===== src/rtl/cache_pkg.sv =====
// Shared definitions for the cache/memory arbiter.
//   arb_state_t   : arbiter FSM states (IDLE, ISSUE, WAIT)
//   REQ_I, REQ_D  : requester ids (I-cache refill path, D-cache path)
//   line_offset_w : byte-offset width of a cache line for a given burst length
//   LINE_OFFSET_W : line offset width for the default 4-word line
package cache_pkg;

    typedef enum logic [1:0] {
        IDLE  = 2'd0,
        ISSUE = 2'd1,
        WAIT  = 2'd2
    } arb_state_t;

    localparam logic REQ_I = 1'b0;
    localparam logic REQ_D = 1'b1;

    // log2(words per line) + 2 byte-offset bits inside a word
    function automatic int line_offset_w(input int burst_len);
        return $clog2(burst_len) + 2;
    endfunction

    localparam int LINE_OFFSET_W = line_offset_w(4);

endpackage


===== src/rtl/arb_grant.sv =====
// Two-input grant logic for the cache/memory arbiter.
// Build option: ARB_RR_EN selects round-robin arbitration; otherwise the
// D requester always wins over I and no pointer state exists.
// Ports:
//   clk, reset    : clock / async active-low reset (ARB_RR_EN builds only)
//   done, done_id : a transaction completed this cycle, and who it served
//                   (ARB_RR_EN builds only)
//   i_valid       : I-cache request pending
//   d_valid       : D-cache request pending
//   grant_valid   : at least one request pending
//   grant_id      : winning requester (REQ_I / REQ_D)
module arb_grant
    import cache_pkg::*;
(
`ifdef ARB_RR_EN
    input  logic clk,
    input  logic reset,
    input  logic done,
    input  logic done_id,
`endif
    input  logic i_valid,
    input  logic d_valid,
    output logic grant_valid,
    output logic grant_id
);

    assign grant_valid = i_valid | d_valid;

`ifdef ARB_RR_EN
    // Requester that wins a tie; flips to whoever was not just served.
    logic favour;

    always_ff @(posedge clk or negedge reset) begin
        if (!reset) begin
            favour <= REQ_I;
        end else if (done) begin
            favour <= ~done_id;
        end
    end

    always_comb begin
        if (i_valid && d_valid) begin
            grant_id = favour;
        end else begin
            grant_id = d_valid ? REQ_D : REQ_I;
        end
    end
`else
    assign grant_id = d_valid ? REQ_D : REQ_I;
`endif

endmodule


===== src/rtl/cache_mem_arbiter.sv =====
// Shares one external memory port between the I-cache refill path and the
// D-cache miss/write path. One transaction at a time: reads become a
// BURST_LEN-word line refill issued critical-word-first with wrap inside the
// line, D writes are a single write-through beat. Only one memory command is
// ever outstanding.
// Build option: ARB_RR_EN enables round-robin grant (default: D over I).
// Ports:
//   clk, reset                 : clock, async active-low reset
//   i_req_valid/addr/ready     : I-cache refill request
//   i_resp_valid/data/addr/last: I refill beats
//   d_req_valid/we/addr/wdata/ready : D-cache request (we=1 single write)
//   d_resp_valid/data/addr/last: D beats (write ack has data 0, last 1)
//   mem_req_valid/ready/addr/we/wdata : memory command channel
//   mem_resp_valid/data        : memory read data / write ack, in order
module cache_mem_arbiter
    import cache_pkg::*;
#(
    parameter int ADDR_W    = 32,
    parameter int DATA_W    = 32,
    parameter int BURST_LEN = 4
) (
    input  logic              clk,
    input  logic              reset,

    input  logic              i_req_valid,
    input  logic [ADDR_W-1:0] i_req_addr,
    output logic              i_req_ready,
    output logic              i_resp_valid,
    output logic [DATA_W-1:0] i_resp_data,
    output logic [ADDR_W-1:0] i_resp_addr,
    output logic              i_resp_last,

    input  logic              d_req_valid,
    input  logic              d_req_we,
    input  logic [ADDR_W-1:0] d_req_addr,
    input  logic [DATA_W-1:0] d_req_wdata,
    output logic              d_req_ready,
    output logic              d_resp_valid,
    output logic [DATA_W-1:0] d_resp_data,
    output logic [ADDR_W-1:0] d_resp_addr,
    output logic              d_resp_last,

    output logic              mem_req_valid,
    input  logic              mem_req_ready,
    output logic [ADDR_W-1:0] mem_req_addr,
    output logic              mem_req_we,
    output logic [DATA_W-1:0] mem_req_wdata,
    input  logic              mem_resp_valid,
    input  logic [DATA_W-1:0] mem_resp_data
);

    localparam int OFF_W  = line_offset_w(BURST_LEN);
    localparam int WORD_W = OFF_W - 2;
    localparam logic [WORD_W-1:0] LAST_BEAT = WORD_W'(BURST_LEN - 1);
    localparam logic [ADDR_W-1:0] LINE_MASK = ADDR_W'((64'd1 << OFF_W) - 64'd1);

    arb_state_t        state;
    arb_state_t        state_next;
    logic [WORD_W-1:0] beat;
    logic [WORD_W-1:0] beat_next;
    logic              cur_id;
    logic              cur_we;

    logic [DATA_W-1:0] cur_wdata;
    logic [ADDR_W-1:0] line_base;
    logic [WORD_W-1:0] start_word;

    logic              grant_valid;
    logic              grant_id;
    logic              accept;
    logic              last_beat;
    logic [ADDR_W-1:0] req_addr;
    logic [WORD_W-1:0] word;
    logic [ADDR_W-1:0] beat_addr;

`ifdef ARB_RR_EN
    logic txn_done;
    assign txn_done = (state == WAIT) && mem_resp_valid && last_beat;
`endif

    arb_grant u_grant (
`ifdef ARB_RR_EN
        .clk         (clk),
        .reset       (reset),
        .done        (txn_done),
        .done_id     (cur_id),
`endif
        .i_valid     (i_req_valid),
        .d_valid     (d_req_valid),
        .grant_valid (grant_valid),
        .grant_id    (grant_id)
    );

    // Ready is gated by reset so no requester sees an acceptance while the
    // arbiter is held in reset.
    assign accept   = reset && (state == IDLE) && grant_valid;
    assign req_addr = (grant_id == REQ_D) ? d_req_addr : i_req_addr;

    // Word index wraps naturally modulo BURST_LEN (power of two).
    assign word      = start_word + beat;
    assign beat_addr = line_base | {{(ADDR_W - OFF_W){1'b0}}, word, 2'b00};
    assign last_beat = cur_we || (beat == LAST_BEAT);

    // Control state
    always_ff @(posedge clk or negedge reset) begin
        if (!reset) begin
            state  <= IDLE;
            beat   <= '0;
            cur_id <= REQ_I;
            cur_we <= 1'b0;
        end else begin
            state <= state_next;
            beat  <= beat_next;
            if (accept) begin
                cur_id <= grant_id;
                cur_we <= (grant_id == REQ_D) && d_req_we;
            end
        end
    end

    // Transaction payload, only meaningful once a grant has been taken
    always_ff @(posedge clk) begin
        if (accept) begin
            cur_wdata  <= d_req_wdata;
            line_base  <= req_addr & ~LINE_MASK;
            start_word <= req_addr[OFF_W-1:2];
        end
    end

    always_comb begin
        state_next    = state;
        beat_next     = beat;
        i_req_ready   = 1'b0;
        d_req_ready   = 1'b0;
        i_resp_valid  = 1'b0;
        i_resp_data   = '0;
        i_resp_addr   = '0;
        i_resp_last   = 1'b0;
        d_resp_valid  = 1'b0;
        d_resp_data   = '0;
        d_resp_addr   = '0;
        d_resp_last   = 1'b0;
        mem_req_valid = 1'b0;
        mem_req_addr  = '0;
        mem_req_we    = 1'b0;
        mem_req_wdata = '0;

        case (state)
            IDLE: begin
                if (accept) begin
                    i_req_ready = (grant_id == REQ_I);
                    d_req_ready = (grant_id == REQ_D);
                    beat_next   = '0;
                    state_next  = ISSUE;
                end
            end

            ISSUE: begin
                mem_req_valid = 1'b1;
                mem_req_addr  = beat_addr;
                mem_req_we    = cur_we;
                mem_req_wdata = cur_we ? cur_wdata : '0;
                if (mem_req_ready) begin
                    state_next = WAIT;
                end
            end

            WAIT: begin
                if (mem_resp_valid) begin
                    if (cur_id == REQ_D) begin
                        d_resp_valid = 1'b1;
                        d_resp_data  = cur_we ? '0 : mem_resp_data;
                        d_resp_addr  = beat_addr;
                        d_resp_last  = last_beat;
                    end else begin
                        i_resp_valid = 1'b1;
                        i_resp_data  = mem_resp_data;
                        i_resp_addr  = beat_addr;
                        i_resp_last  = last_beat;
                    end
                    if (last_beat) begin
                        beat_next  = '0;
                        state_next = IDLE;
                    end else begin
                        beat_next  = beat + WORD_W'(1);
                        state_next = ISSUE;
                    end
                end
            end

            default: state_next = IDLE;
        endcase
    end

endmodule


===== config.mk =====
export PLATFORM = sky130hd
export DESIGN_NAME = cache_mem_arbiter
export DESIGN_NICKNAME = d
export VERILOG_FILES = /design/src/rtl/cache_pkg.sv /design/src/rtl/arb_grant.sv /design/src/rtl/cache_mem_arbiter.sv
export SDC_FILE = /design/constraint.sdc
export NUM_CORES = 1
export LEC_CHECK = 0
export BUFFER_PORTS_ARGS = -buffer_cell sky130_fd_sc_hd__buf_2
export CORE_AREA = 2 2 131 133
export DETAILED_ROUTE_END_ITERATION = 8
export DIE_AREA = 0 0 133 135
export GPL_TIMING_DRIVEN = 0
export RECOVER_POWER = 100
export SLEW_MARGIN = 10
export SYNTH_ARGS = -nofsm -noshare
export SYNTH_HDL_FRONTEND = slang
export SYNTH_HIERARCHICAL = 1
export SYNTH_SLANG_ARGS = --single-unit

===== constraint.sdc =====
create_clock -name clk -period 4.42 [get_ports clk]
set_input_delay 0.442 -clock clk [delete_from_list [all_inputs] [get_ports clk]]
set_output_delay 0.442 -clock clk [all_outputs]
set_load 0.01 [all_outputs]

=== After elaboration in Yosys (flattened, before gate mapping) ===
Index checks and enable logic that the tools add are counted.

* Bitwise logic cells: 3
* $lt $le $gt $ge: 0
* $add $sub $neg: 2
* Multiplexer cells: 45
* Eq/ne operators: 6
* Divide/modulo/power cells: 0
* Reductions and logical operators: 8
* $mul: 0
* Shift operators: 0

{| class="wikitable"
|+ Operator list
! cell !! number
|-
| $mux 32 || 17
|-
| $or 32x4->32 || 1
|-
| $mux 1 || 20
|-
| $mux 2 || 6
|-
| $ne 2x2->1 const B || 3
|-
| $pmux 2 s3 || 1
|-
| $reduce_and 3->1 || 2
|-
| $eq 2x2->1 const B || 2
|-
| $pmux 2 s2 || 1
|-
| $logic_and 1x1->1 || 3
|-
| $add 2x1->2 const B || 1
|-
| $add 2x2->2 || 1
|-
| $eq 2x1->1 const B || 1
|-
| $logic_not 2->1 || 1
|-
| $reduce_bool 2->1 || 1
|-
| $logic_or 1x1->1 || 1
|-
| $not 1->1 || 1
|-
| $or 1x1->1 || 1
|}

* Logic and storage cells: 71
* Register bits: 68
* Input bits: 135
* Memory bits (read-only): 0
* Output and inout port bits: 200
* Memories kept: 0
* Bits in latches: 0
* RAM bits: 0

=== Longest topological paths before layout ===
* Depth in word-level cells: 5
* Depth in mapped cells: 5
* Mapped depth without buffers: 5

=== Cells and area by module ===
Netlist, hierarchy kept.

{| class="wikitable"
|+ Modules (own cells, without submodules)
! module !! seq. area each (sq um) !! times used !! cells an instance !! area an instance (sq um)
|-
| cache_mem_arbiter || 2011.9 || 1 || 351 || 3905.0
|-
| arb_grant || 0.0 || 1 || 2 || 13.8
|}

=== Worst setup path before layout ===
No wires, ideal clock.

* Path kind: input to output
* Start: input d_req_valid
* End: output d_req_ready
* Stages on the path: 4
* Data arrival time: 2.314 ns
* Setup slack: 1.664 ns
* Data required time: 3.978 ns
* Path buffers: 0
* Cells stage by stage: or2_1 -> nand4bb_1 -> inv_1 -> and2_1

* Cells in the longest elaborated chain, start to end: 4
* Elaborated cells on any way between the ends: 5
* Classes of those cells: 3 x mux; 1 x bitwise; 1 x reduce/logical

{| class="wikitable"
|+ Ends and longest elaborated chain
! element !! line !! text
|-
| start, declared || cache_mem_arbiter.sv:33 || <nowiki>input logic d_req_valid,</nowiki>
|-
| $or 1x1->1 || arb_grant.sv:27 || <nowiki>assign grant_valid = i_valid | d_valid;</nowiki>
|-
| $logic_and 1x1->1 || cache_mem_arbiter.sv:96 || <nowiki>assign accept = reset && (state == IDLE) && grant_valid;</nowiki>
|-
| net accept || cache_mem_arbiter.sv:70 || <nowiki>logic accept;</nowiki>
|-
| $mux 1 || cache_mem_arbiter.sv:150 || <nowiki>if (accept) begin</nowiki>
|-
| $mux 1 || cache_mem_arbiter.sv:148 || <nowiki>case (state)</nowiki>
|-
| end, declared || cache_mem_arbiter.sv:37 || <nowiki>output logic d_req_ready,</nowiki>
|}

The timed path passes the listed nets, and every way through them passes these cells.

=== Final worst setup path ===
* Start: register state[0]
* End: output i_resp_addr[17]

* Cells in the longest elaborated chain, start to end: 2

{| class="wikitable"
|+ Ends and longest elaborated chain
! element !! line !! text
|-
| start, declared || cache_mem_arbiter.sv:57 || <nowiki>arb_state_t state;</nowiki>
|-
| start signal, assigned || cache_mem_arbiter.sv:112 || <nowiki>state <= state_next;</nowiki>
|-
| $eq 2x2->1 || cache_mem_arbiter.sv:148 ||
|-
| $mux 32 || cache_mem_arbiter.sv:148 ||
|-
| end, declared || cache_mem_arbiter.sv:30 || <nowiki>output logic [ADDR_W-1:0] i_resp_addr,</nowiki>
|}

No other way between the ends.

==> metrics.txt <==
Chip Height 135 um; final hold viol count 0; RSZ-0062 raised after global routing no; die footprint 18,000 sq um; Core ar. 16,400 sq um; CTS H-tree depth 3; root buffer cell clkbuf_16; Initial Util 23.9%; Clock Latency Late Sink 0.33 ns; # fillers 1,735; top cells by count, synth and2_1 (153), edfxtp_1 (62), and3_1 (32), mux2_2 (30), clkbuf_1 (14); nets 832; deepest clock path buffer count 2; max-cap viol count 1; Pwr per Cell Area 435 nW/um^2; CTS Sinks 68; global-route wire length before repair 21,200 um; synth-to-layout area growth 53.4%; failing checks capacitance limit, slew limit; Cells after Synth 353; Total Wirelength 14,600 um; drt wl/cell 15.9 um; sum of negative setup slack 0 ns; Total Routing Usage GR 15.7%; met2 Use GR 29.1%; num rows 47; post-cts hold buffer count 1; Starting DRT DRC Count 138; hold depth 1; layout cell share with drive strength beyond 1 35.1%; Post-CTS Resized 0; Synth top area share 47.5%; Synth Register Bits 68; Max Clock Freq 290 MHz; P_leak 2.76 nW; drt pass-1 iters 5; Post-CTS Setup Repair Bufs 0; DRC Markers 0; WP data required 3.98 ns; # IOs 335; hold slack 0.280 ns; Worst Setup Start Kind flop; Worst Tran Pin Value 1.55 ns; Max Clock Skew 0.00391 ns; Die X 133 um; hpwl dp 11,800 um; Synth area leaders edfxtp_1 (48%), and2_1 (24%), mux2_2 (8.6%), and3_1 (5.1%), dfrtp_1 (3.8%); largest net degree at the start of global routing 48; reg2reg setup slack 2.58 ns; Post-Syn Area 3920 sq um; CTS buffer count 9; Clk pin slew, worst setup/hold paths 0.06 ns; type of the worst setup path reg2out; fin. max-slew vios 11; Relative slew margins -3.42%; cell taking the most area after synthesis edfxtp_1; vias 3,805; met1 Usage GRT 16.6%; reg2reg end cur_id; # port buffers 324; R2R Path Start state[1]; Max IR drop VDD 0.000216 V; gr ovfl total 0; initial antenna violation count 1; hold path startpoint d_req_wdata[1]; status finished, violations left; CTS tree done; GR Util met3 5.07%; worst reg2reg path depth 5; top-count cell post-synth and2_1; EDFF count, synth 62; min cycle time layout 3.45 ns; GRT busiest layer met2; endpoints failing setup 0; FFs w/ async S/R, synth 8.82%; Final period util 78.0%; final RePlAce weighted congestion 0.853; vias in the first global route 3,750; Critical Path AT 3.01 ns; maximum fanout along the worst path 10; Routed Antenna Nets 0; Syn Area/Cell 11.1 sq um; crit end category output port; register area share after synthesis 51.3%; Hold Path Sink cur_wdata[1]; Cell variety after synth 29; type of the tightest min-delay check in2reg; Ys Warns 6; routed vias/inst 4.13; top_reg_cell synth edfxtp_1
-- metal layers --
metal	vias up	share of wire (%)
met5	-	0
met4	0	2.2
met3	20	8.1
met2	192	52
met1	1739	37
li1	1854	-
-- through the flow --
step	setup slack (ns)	instance area, sq um	utilization, %	instances	power (mW)
floorplan	1.66	3940	-	358	1.44
global placement	0.588	5830	35.6	902	1.88
detailed placement	2.00	5860	35.7	903	1.90
CTS	1.42	6200	37.8	920	2.70
global route	0.823	6010	36.7	921	2.77
finish	0.972	6010	36.7	921	2.61
-- power by group --
part | internal (mW) | switching (mW)
clock network | 0.497 | 0.293
logic | 0.338 | 0.568
registers | 0.856 | 0.0629
-- worst max-delay path by stage --
stage                startpoint              end  cells past startpoint
CTS                       reset      d_req_ready                      7
floorplan           d_req_valid      d_req_ready                      4
global placement          reset      d_req_ready                      5
detailed placement        reset      d_req_ready                      6
finish                 state[0]  i_resp_addr[17]                      5
global route           state[0]  i_resp_addr[17]                      5
-- worst max-delay path, cell delays in order (launching register included) --
cell      delay [ns]
dfrtp_1         0.42
nand2b_1        0.17
nor3b_1         1.21
clkbuf_1        0.49
and2_1          0.20
clkbuf_1        0.17
-- layout by cell type, fill, tap and decap left out, drive strengths merged, types with 3 or more instances in the layout --
| master | instances |
|---|---|
| clkbuf | 164 |
| dfrtp | 6 |
| clkinvlp | 3 |
| and3 | 32 |
| nor2 | 7 |
| nand2 | 3 |
| conb | 6 |
| edfxtp | 62 |
| and2 | 153 |
| mux2 | 30 |
| nor2b | 4 |
| buf | 204 |
| inv | 3 |
-- area by class of cell --
cell class | instances | area, sq um | area share (%)
Tap cell | 220 | 275 | 4.58
Sequential cell | 68 | 2010 | 33.5
Inverter | 2 | 10.0 | 0.166
Clock buffer | 9 | 225 | 3.75
Clock inverter | 7 | 100 | 1.66
Antenna cell | 1 | 2.50 | 0.0416
Multi-Input combinational cell | 254 | 1730 | 28.8
Timing Repair Buffer | 326 | 1500 | 24.9
Buffer | 34 | 154 | 2.56
-- kinds of logic (layout without fill, tap and decap cells) --
family	count (synthesis)	count (layout)	synth area share, %
flops	68	68	51.3
compound gates	6	6	1.09
other cells	1	7	0.0957
mux	30	30	8.62
fa+ha+maj	2	2	0.638
simple gates	208	208	33.2
buf+inv	36	378	4.60
xor+xnor	2	2	0.447
-- registers in the layout, summed over array words and instances (netlist names) --
signal	cells
line_base	28
cur_we	1
cur_wdata	32
beat	2
start_word	2
state	2
cur_id	1
Power figures use the tool's default switching activity.
